==> config.mk <==
export PLATFORM = sky130hd
export DESIGN_NAME = command_input_conditioner
export DESIGN_NICKNAME = d
export VERILOG_FILES = /design/src/rtl/command_input_conditioner.sv
export SDC_FILE = /design/constraint.sdc
export NUM_CORES = 1
export LEC_CHECK = 0
export CAP_MARGIN = 20
export CORE_ASPECT_RATIO = 0.9
export CORE_UTILIZATION = 54
export CTS_CLUSTER_SIZE = 40
export DETAILED_ROUTE_END_ITERATION = 12
export GPL_TIMING_DRIVEN = 0
export PLACE_DENSITY = 0.72
export SLEW_MARGIN = 10
export SYNTH_ARGS = -nofsm -noshare
export SYNTH_HDL_FRONTEND = slang
export SYNTH_SLANG_ARGS = --single-unit
==> constraint.sdc <==
create_clock -name CLK -period 6.5 [get_ports CLK]
set_clock_uncertainty 0.15 [all_clocks]
set_input_delay 0.65 -clock CLK [delete_from_list [all_inputs] [get_ports CLK]]
set_output_delay 0.65 -clock CLK [all_outputs]
set_load 0.005 [all_outputs]
==> src/rtl/command_input_conditioner.sv <==
`default_nettype none
// ============================================================================
// Module   : command_input_conditioner
// Purpose  : Conditions front-panel / PMOD command inputs for the Mandelbrot
//            rendering engine. It synchronises and debounces six command
//            bits into clean levels plus one-cycle press pulses. It also
//            decodes a quadrature encoder into one-cycle detent steps with a
//            direction flag and flags illegal transitions.
// Macro    : AUTO_REPEAT_EN - when defined, held buttons also emit
//            auto-repeat pulses (REPEAT_DELAY / REPEAT_PERIOD). When it is
//            undefined, btn_pulse carries press pulses only.
// Ports    : CLK        in   render clock, rising edge
//            SYS_RESET  in   synchronous active-high reset
//            btn_raw    in   [5:0] raw active-high command bits (async)
//            enc_a/b    in   raw quadrature phases (async)
//            btn_level  out  [5:0] debounced levels
//            btn_pulse  out  [5:0] one-cycle press / repeat pulses
//            enc_step   out  one-cycle pulse per full detent
//            enc_dir    out  step direction (1 = CW), valid with enc_step
//            enc_error  out  one-cycle pulse on an illegal AB transition
// Revision : 1.0 - initial release
// ============================================================================
module command_input_conditioner #(
    parameter int DEBOUNCE_CYCLES = 500000,
    parameter int REPEAT_DELAY    = 25000000,
    parameter int REPEAT_PERIOD   = 5000000,
    parameter int ENC_FILTER      = 64
) (
    input  logic       CLK,
    input  logic       SYS_RESET,
    input  logic [5:0] btn_raw,
    input  logic       enc_a,
    input  logic       enc_b,
    output logic [5:0] btn_level,
    output logic [5:0] btn_pulse,
    output logic       enc_step,
    output logic       enc_dir,
    output logic       enc_error
);

    localparam int             DB_W    = $clog2(DEBOUNCE_CYCLES) + 1;
    localparam logic [DB_W-1:0] DB_LAST = DB_W'(DEBOUNCE_CYCLES - 1);

    localparam int             EF_W    = $clog2(ENC_FILTER + 1);
    localparam logic [EF_W-1:0] EF_FULL = EF_W'(ENC_FILTER);

    // Detent accumulator must represent +4 and -4.
    localparam logic signed [3:0] ACC_MAX = 4'sb0100;
    localparam logic signed [3:0] ACC_MIN = 4'sb1100;

`ifdef AUTO_REPEAT_EN
    localparam int RT_MAX = (REPEAT_DELAY > REPEAT_PERIOD) ? REPEAT_DELAY : REPEAT_PERIOD;
    localparam int RT_W   = $clog2(RT_MAX) + 1;
    localparam logic [RT_W-1:0] RD_LAST = RT_W'(REPEAT_DELAY - 1);
    localparam logic [RT_W-1:0] RP_LAST = RT_W'(REPEAT_PERIOD - 1);

    typedef enum logic [1:0] {
        RPT_IDLE   = 2'd0,
        RPT_DELAY  = 2'd1,
        RPT_REPEAT = 2'd2
    } rpt_state_t;
`else
    // Repeat timing has no effect in this build.
    if (REPEAT_DELAY < 0 || REPEAT_PERIOD < 0) begin : g_no_repeat
    end
`endif

    // ------------------------------------------------------------------
    // Two-flop synchroniser: {enc_a, enc_b, btn_raw}
    // ------------------------------------------------------------------
    logic [7:0] r_meta;
    logic [7:0] r_sync;

    always_ff @(posedge CLK) begin
        if (SYS_RESET) begin
            r_meta <= '0;
            r_sync <= '0;
        end else begin
            r_meta <= {enc_a, enc_b, btn_raw};
            r_sync <= r_meta;
        end
    end

    // ------------------------------------------------------------------
    // Per-button debounce, press pulse and optional auto-repeat
    // ------------------------------------------------------------------
    for (genvar gi = 0; gi < 6; gi++) begin : g_btn
        logic [DB_W-1:0] r_db_cnt;
        logic            r_level;
        logic            r_press;
        logic            w_sync;
        logic            w_flip;
        logic            w_rise;
        logic            w_pulse;

        assign w_sync = r_sync[gi];
        // Level flips once the disagreement has persisted long enough.
        assign w_flip = (w_sync != r_level) && (r_db_cnt == DB_LAST);
        assign w_rise = w_flip & w_sync;

        always_ff @(posedge CLK) begin
            if (SYS_RESET) begin
                r_db_cnt <= '0;
                r_level  <= 1'b0;
                r_press  <= 1'b0;
            end else begin
                // Press pulse is registered on the same edge as the level
                // rise so both appear in the same cycle.
                r_press <= w_rise;
                if (w_sync == r_level) begin
                    r_db_cnt <= '0;
                end else if (w_flip) begin
                    r_level  <= w_sync;
                    r_db_cnt <= '0;
                end else begin
                    r_db_cnt <= r_db_cnt + DB_W'(1);
                end
            end
        end

`ifdef AUTO_REPEAT_EN
        rpt_state_t      r_state;
        logic [RT_W-1:0] r_timer;
        logic            r_rpt;
        logic            w_level_nxt;

        // The FSM follows the level being written this edge, so it starts
        // timing on the press edge and never fires on the release edge.
        assign w_level_nxt = w_flip ? w_sync : r_level;

        always_ff @(posedge CLK) begin
            if (SYS_RESET) begin
                r_state <= RPT_IDLE;
                r_timer <= '0;
                r_rpt   <= 1'b0;
            end else begin
                r_rpt <= 1'b0;
                if (!w_level_nxt) begin
                    r_state <= RPT_IDLE;
                    r_timer <= '0;
                end else begin
                    case (r_state)
                        RPT_IDLE: begin
                            if (w_rise) begin
                                r_state <= RPT_DELAY;
                                r_timer <= '0;
                            end
                        end
                        RPT_DELAY: begin
                            if (r_timer == RD_LAST) begin
                                r_rpt   <= 1'b1;
                                r_state <= RPT_REPEAT;
                                r_timer <= '0;
                            end else begin
                                r_timer <= r_timer + RT_W'(1);
                            end
                        end
                        RPT_REPEAT: begin
                            if (r_timer == RP_LAST) begin
                                r_rpt   <= 1'b1;
                                r_timer <= '0;
                            end else begin
                                r_timer <= r_timer + RT_W'(1);
                            end
                        end
                        default: begin
                            r_state <= RPT_IDLE;
                            r_timer <= '0;
                        end
                    endcase
                end
            end
        end

        assign w_pulse = r_press | r_rpt;
`else
        assign w_pulse = r_press;
`endif

        assign btn_level[gi] = r_level;
        assign btn_pulse[gi] = w_pulse;
    end

    // ------------------------------------------------------------------
    // Encoder glitch filter: a candidate AB value must be seen for
    // ENC_FILTER consecutive samples before it is accepted.
    // ------------------------------------------------------------------
    logic [1:0]      w_ab;
    logic [1:0]      r_cand;
    logic [EF_W-1:0] r_ef_cnt;
    logic [1:0]      r_prev;
    logic            r_prev_valid;
    logic            w_acc;

    assign w_ab  = r_sync[7:6];
    assign w_acc = (r_ef_cnt == EF_FULL) && (!r_prev_valid || (r_cand != r_prev));

    always_ff @(posedge CLK) begin
        if (SYS_RESET) begin
            r_cand   <= 2'b00;
            r_ef_cnt <= '0;
        end else if (w_ab != r_cand) begin
            r_cand   <= w_ab;
            r_ef_cnt <= EF_W'(1);
        end else if (r_ef_cnt != EF_FULL) begin
            r_ef_cnt <= r_ef_cnt + EF_W'(1);
        end
    end

    // ------------------------------------------------------------------
    // Quadrature decode. AB is mapped to a position on the Gray cycle
    // 00,01,11,10 so a modulo-4 difference gives the step direction:
    // 1 = CW, 3 = CCW, 2 = both phases changed (illegal).
    // ------------------------------------------------------------------
    function automatic logic [1:0] quad_pos(input logic [1:0] ab);
        return {ab[1], ab[1] ^ ab[0]};
    endfunction

    logic [1:0]        w_delta;
    logic signed [3:0] r_acc;
    logic signed [3:0] w_acc_nxt;

    assign w_delta = quad_pos(r_cand) - quad_pos(r_prev);

    always_comb begin
        w_acc_nxt = r_acc;
        if (w_delta == 2'd1) begin
            w_acc_nxt = (r_acc == ACC_MAX) ? ACC_MAX : r_acc + 4'sd1;
        end else if (w_delta == 2'd3) begin
            w_acc_nxt = (r_acc == ACC_MIN) ? ACC_MIN : r_acc - 4'sd1;
        end
    end

    always_ff @(posedge CLK) begin
        if (SYS_RESET) begin
            r_prev       <= 2'b00;
            r_prev_valid <= 1'b0;
            r_acc        <= '0;
            enc_step     <= 1'b0;
            enc_dir      <= 1'b0;
            enc_error    <= 1'b0;
        end else begin
            enc_step  <= 1'b0;
            enc_dir   <= 1'b0;
            enc_error <= 1'b0;
            if (w_acc) begin
                r_prev       <= r_cand;
                r_prev_valid <= 1'b1;
                // The very first accepted value only seeds r_prev.
                if (r_prev_valid) begin
                    if (w_delta == 2'd2) begin
                        r_acc     <= '0;
                        enc_error <= 1'b1;
                    end else if (r_cand == 2'b00) begin
                        r_acc <= '0;
                        if (w_acc_nxt == ACC_MAX) begin
                            enc_step <= 1'b1;
                            enc_dir  <= 1'b1;
                        end else if (w_acc_nxt == ACC_MIN) begin
                            enc_step <= 1'b1;
                        end
                    end else begin
                        r_acc <= w_acc_nxt;
                    end
                end
            end
        end
    end

endmodule
`default_nettype wire

==> flow_summary.json <==
{
  "final_nets": 882,
  "htreeDepth": 4,
  "route.antenna.remaining_nets": 0,
  "grt_pass1_wl_um": 23800,
  "synth_seq_cells": 167,
  "reg2reg_from": "r_cand[1]",
  "slowest_stage": "dfxtp_1",
  "finalHoldViolations": 0,
  "numCtsBuffers": 17,
  "p_leak_nw": 2.70,
  "syn_inst": 816,
  "cts_tree": "yes",
  "finalWirelength_um": 13800,
  "post-route-period-util_pct": 40.6,
  "n_antenna_cell": 0,
  "die_area_sq_um": 14000,
  "grt_pass1_vias": 5299,
  "finalSetupTns_ns": 0,
  "fmax_mhz": 379,
  "crit_type": "reg2reg",
  "ys_warn_count": 0,
  "yosys.cell_types.count": 53,
  "routed_via_density": 5.28,
  "syn_area_sq_um": 7280,
  "crit_path_cell_trace": "inv_1 -> ha_1 -> inv_1 -> ha_1 -> xor3_2 -> mux2i_1 -> a2111o_1 -> nor4_4 -> o21a_1",
  "final_cell_mix": "nor2_1 (174), dfxtp_1 (167), xnor2_1 (84), nand2_1 (43)",
  "dp_slack_ns": 3.80,
  "cap_viol_max_count": 0,
  "die_h_um": 112,
  "drv_slew": 0,
  "synth-main-ff-cell": "dfxtp_1",
  "final_cell_count_no_fill": 1035,
  "yosysSeqAreaShare_pct": 45.9,
  "hold_buffers": 0,
  "n_fill_cell": 1045,
  "dpl.cell_count": 1004,
  "clock_sinks": 167,
  "drtIter0Drc": 255,
  "worstPathMaxFanout": 6,
  "initial_core_util_pct": 56.3,
  "place_hpwl_um": 9690,
  "power_mw": 2.17,
  "placed_area_sq_um": 7730,
  "crit_start": "r_cand[1]",
  "powerDensity_nw_per_um2": 260,
  "finish.utilization_pct": 64.7,
  "worstHoldStart": "r_meta[5]",
  "relSlewSlack_pct": 58.3,
  "finalInstanceArea_sq_um": 8370,
  "vdd_drop_max_v": 0.000201,
  "insertion_delay_ns": 0.43,
  "ctsResizeCount": 0,
  "register_area_sq_um": 3340,
  "multi_input_area_sq_um": 3600,
  "drc": 0,
  "crit_buf_inv": 2,
  "grt_overflow": 0,
  "hold_path.class": "reg2reg",
  "setup_ws_ns": 3.86,
  "arrival_ns": 2.86,
  "hold_ws_ns": 0.285,
  "max_stage_delay_ns": 0.45,
  "synth_edf_count": 0,
  "setup_viol_count_final": 0,
  "outcome": "completed",
  "ys_async_sr_fraction_pct": 0,
  "io_buffers": 24,
  "layout_commonest_cell": "nor2_1",
  "dieWidth_um": 124,
  "grt_max_degree": 17,
  "rows": 39,
  "antenna_found_initial": 0,
  "syn_to_final_growth_pct": 14.9,
  "gp_congestion": 0.826,
  "cts-root-buf": "clkbuf_16",
  "end_kind": "flop",
  "syn_nets": 839,
  "num_vias": 5462,
  "period_minus_slack_ns": 2.64,
  "clock_path_buffers": 2,
  "critPathTopFamily": "compound AO/OA/AOI/OAI gates",
  "track_usage_pct": 20.9,
  "cts_setup_buffers": 0,
  "rsz0062_at_grt": "no",
  "wire_per_inst_um": 13.3,
  "core_area_sq_um": 12900,
  "syn_area_per_cell_sq_um": 8.93,
  "drive_gt1_share_pct": 8.27,
  "cts.clk_slew.worst_paths_ns": 0.06,
  "first_pass_iters": 4,
  "worst_pin_slew_ns": 0.619,
  "cp.required_ns": 6.73,
  "crit_path_start_kind": "flop",
  "io-pin-count": 25
}
-- cells by family after synthesis --
family	count (synthesis)	synth area share (%)
muxes	9	1.25
DFF	167	45.9
buffers and inverters	66	4.69
adders and majority gates	13	2.23
and+or+nand+nor	408	27.7
xor gates and xnor gates	128	15.8
AOI/OAI and AO/OA	25	2.44
-- final timing paths --
| path | end | slack, ns | cells past startpoint |
|---|---|---|---|
| hold reg to reg | r_sync[5] | 0.28 | 1 |
| setup reg to reg | enc_dir | 3.86 | 9 |
| setup / recovery | enc_dir | 3.86 | 9 |
| hold / removal | r_sync[5] | 0.28 | 1 |
-- cells in the mapped netlist, drive strengths merged (2+ instances only) --
| cell | number | area share [%] |
|---|---|---|
| nor4 | 22 | 2.2 |
| nand4 | 23 | 2.0 |
| xor2 | 42 | 5.1 |
| nand2 | 43 | 2.2 |
| nand3 | 42 | 2.9 |
| xnor2 | 84 | 10 |
| clkbuf | 9 | 0.60 |
| or3 | 9 | 0.79 |
| nor2b | 19 | 1.6 |
| dfxtp | 167 | 46 |
| nor2 | 174 | 9.0 |
| ha | 13 | 2.2 |
| and3 | 15 | 1.3 |
| and4 | 6 | 0.72 |
| or4 | 3 | 0.31 |
| nor3 | 30 | 2.1 |
| or2 | 3 | 0.26 |
| a211oi | 3 | 0.38 |
| inv | 33 | 1.7 |
| a22oi | 2 | 0.21 |
| a21oi | 11 | 0.76 |
| nor3b | 2 | 0.21 |
| mux2i | 8 | 1.1 |
| or4b | 4 | 0.55 |
| or2b | 2 | 0.24 |
| nor4b | 5 | 0.60 |
| buf | 24 | 2.4 |
-- routing by layer --
metal  vias to the layer above  wire length (um)  global-route usage [%]
li1                       2806                 -                       -
met1                      2571              6560                    26.0
met2                        67              6610                    35.4
met3                        18               399                    4.72
met4                         0               208                    8.27
met5                         -                 0                       0
-- report_power, final --
| group | leakage (nW) | switching [mW] | internal (mW) |
|---|---|---|---|
| Sequential | 1.35 | 0.00499 | 1.03 |
| Clock | 0.312 | 0.407 | 0.688 |
| Combinational | 1.04 | 0.0244 | 0.0182 |
| Total | 2.70 | 0.436 | 1.74 |
-- cell type report --
type                    count  share of cell area [%]
well taps                 164                    2.45
clock inverters            13                    2.42
repair buffers             24                    2.87
clock buffers              18                    5.25
plain buffers              33                    2.60
multi-input cells         583                    43.0
inverters                  33                    1.48
flip-flops and latches    167                    39.9
-- sequential cells by signal, indices dropped and copies added (netlist names), 2 cells and up --
name	cells
g_btn.r_level	6
r_ef_cnt	7
r_cand	2
r_meta	8
r_acc	4
r_sync	8
g_btn.r_press	6
r_prev	2
g_btn.r_db_cnt	120
Power figures use the tool's default switching activity.
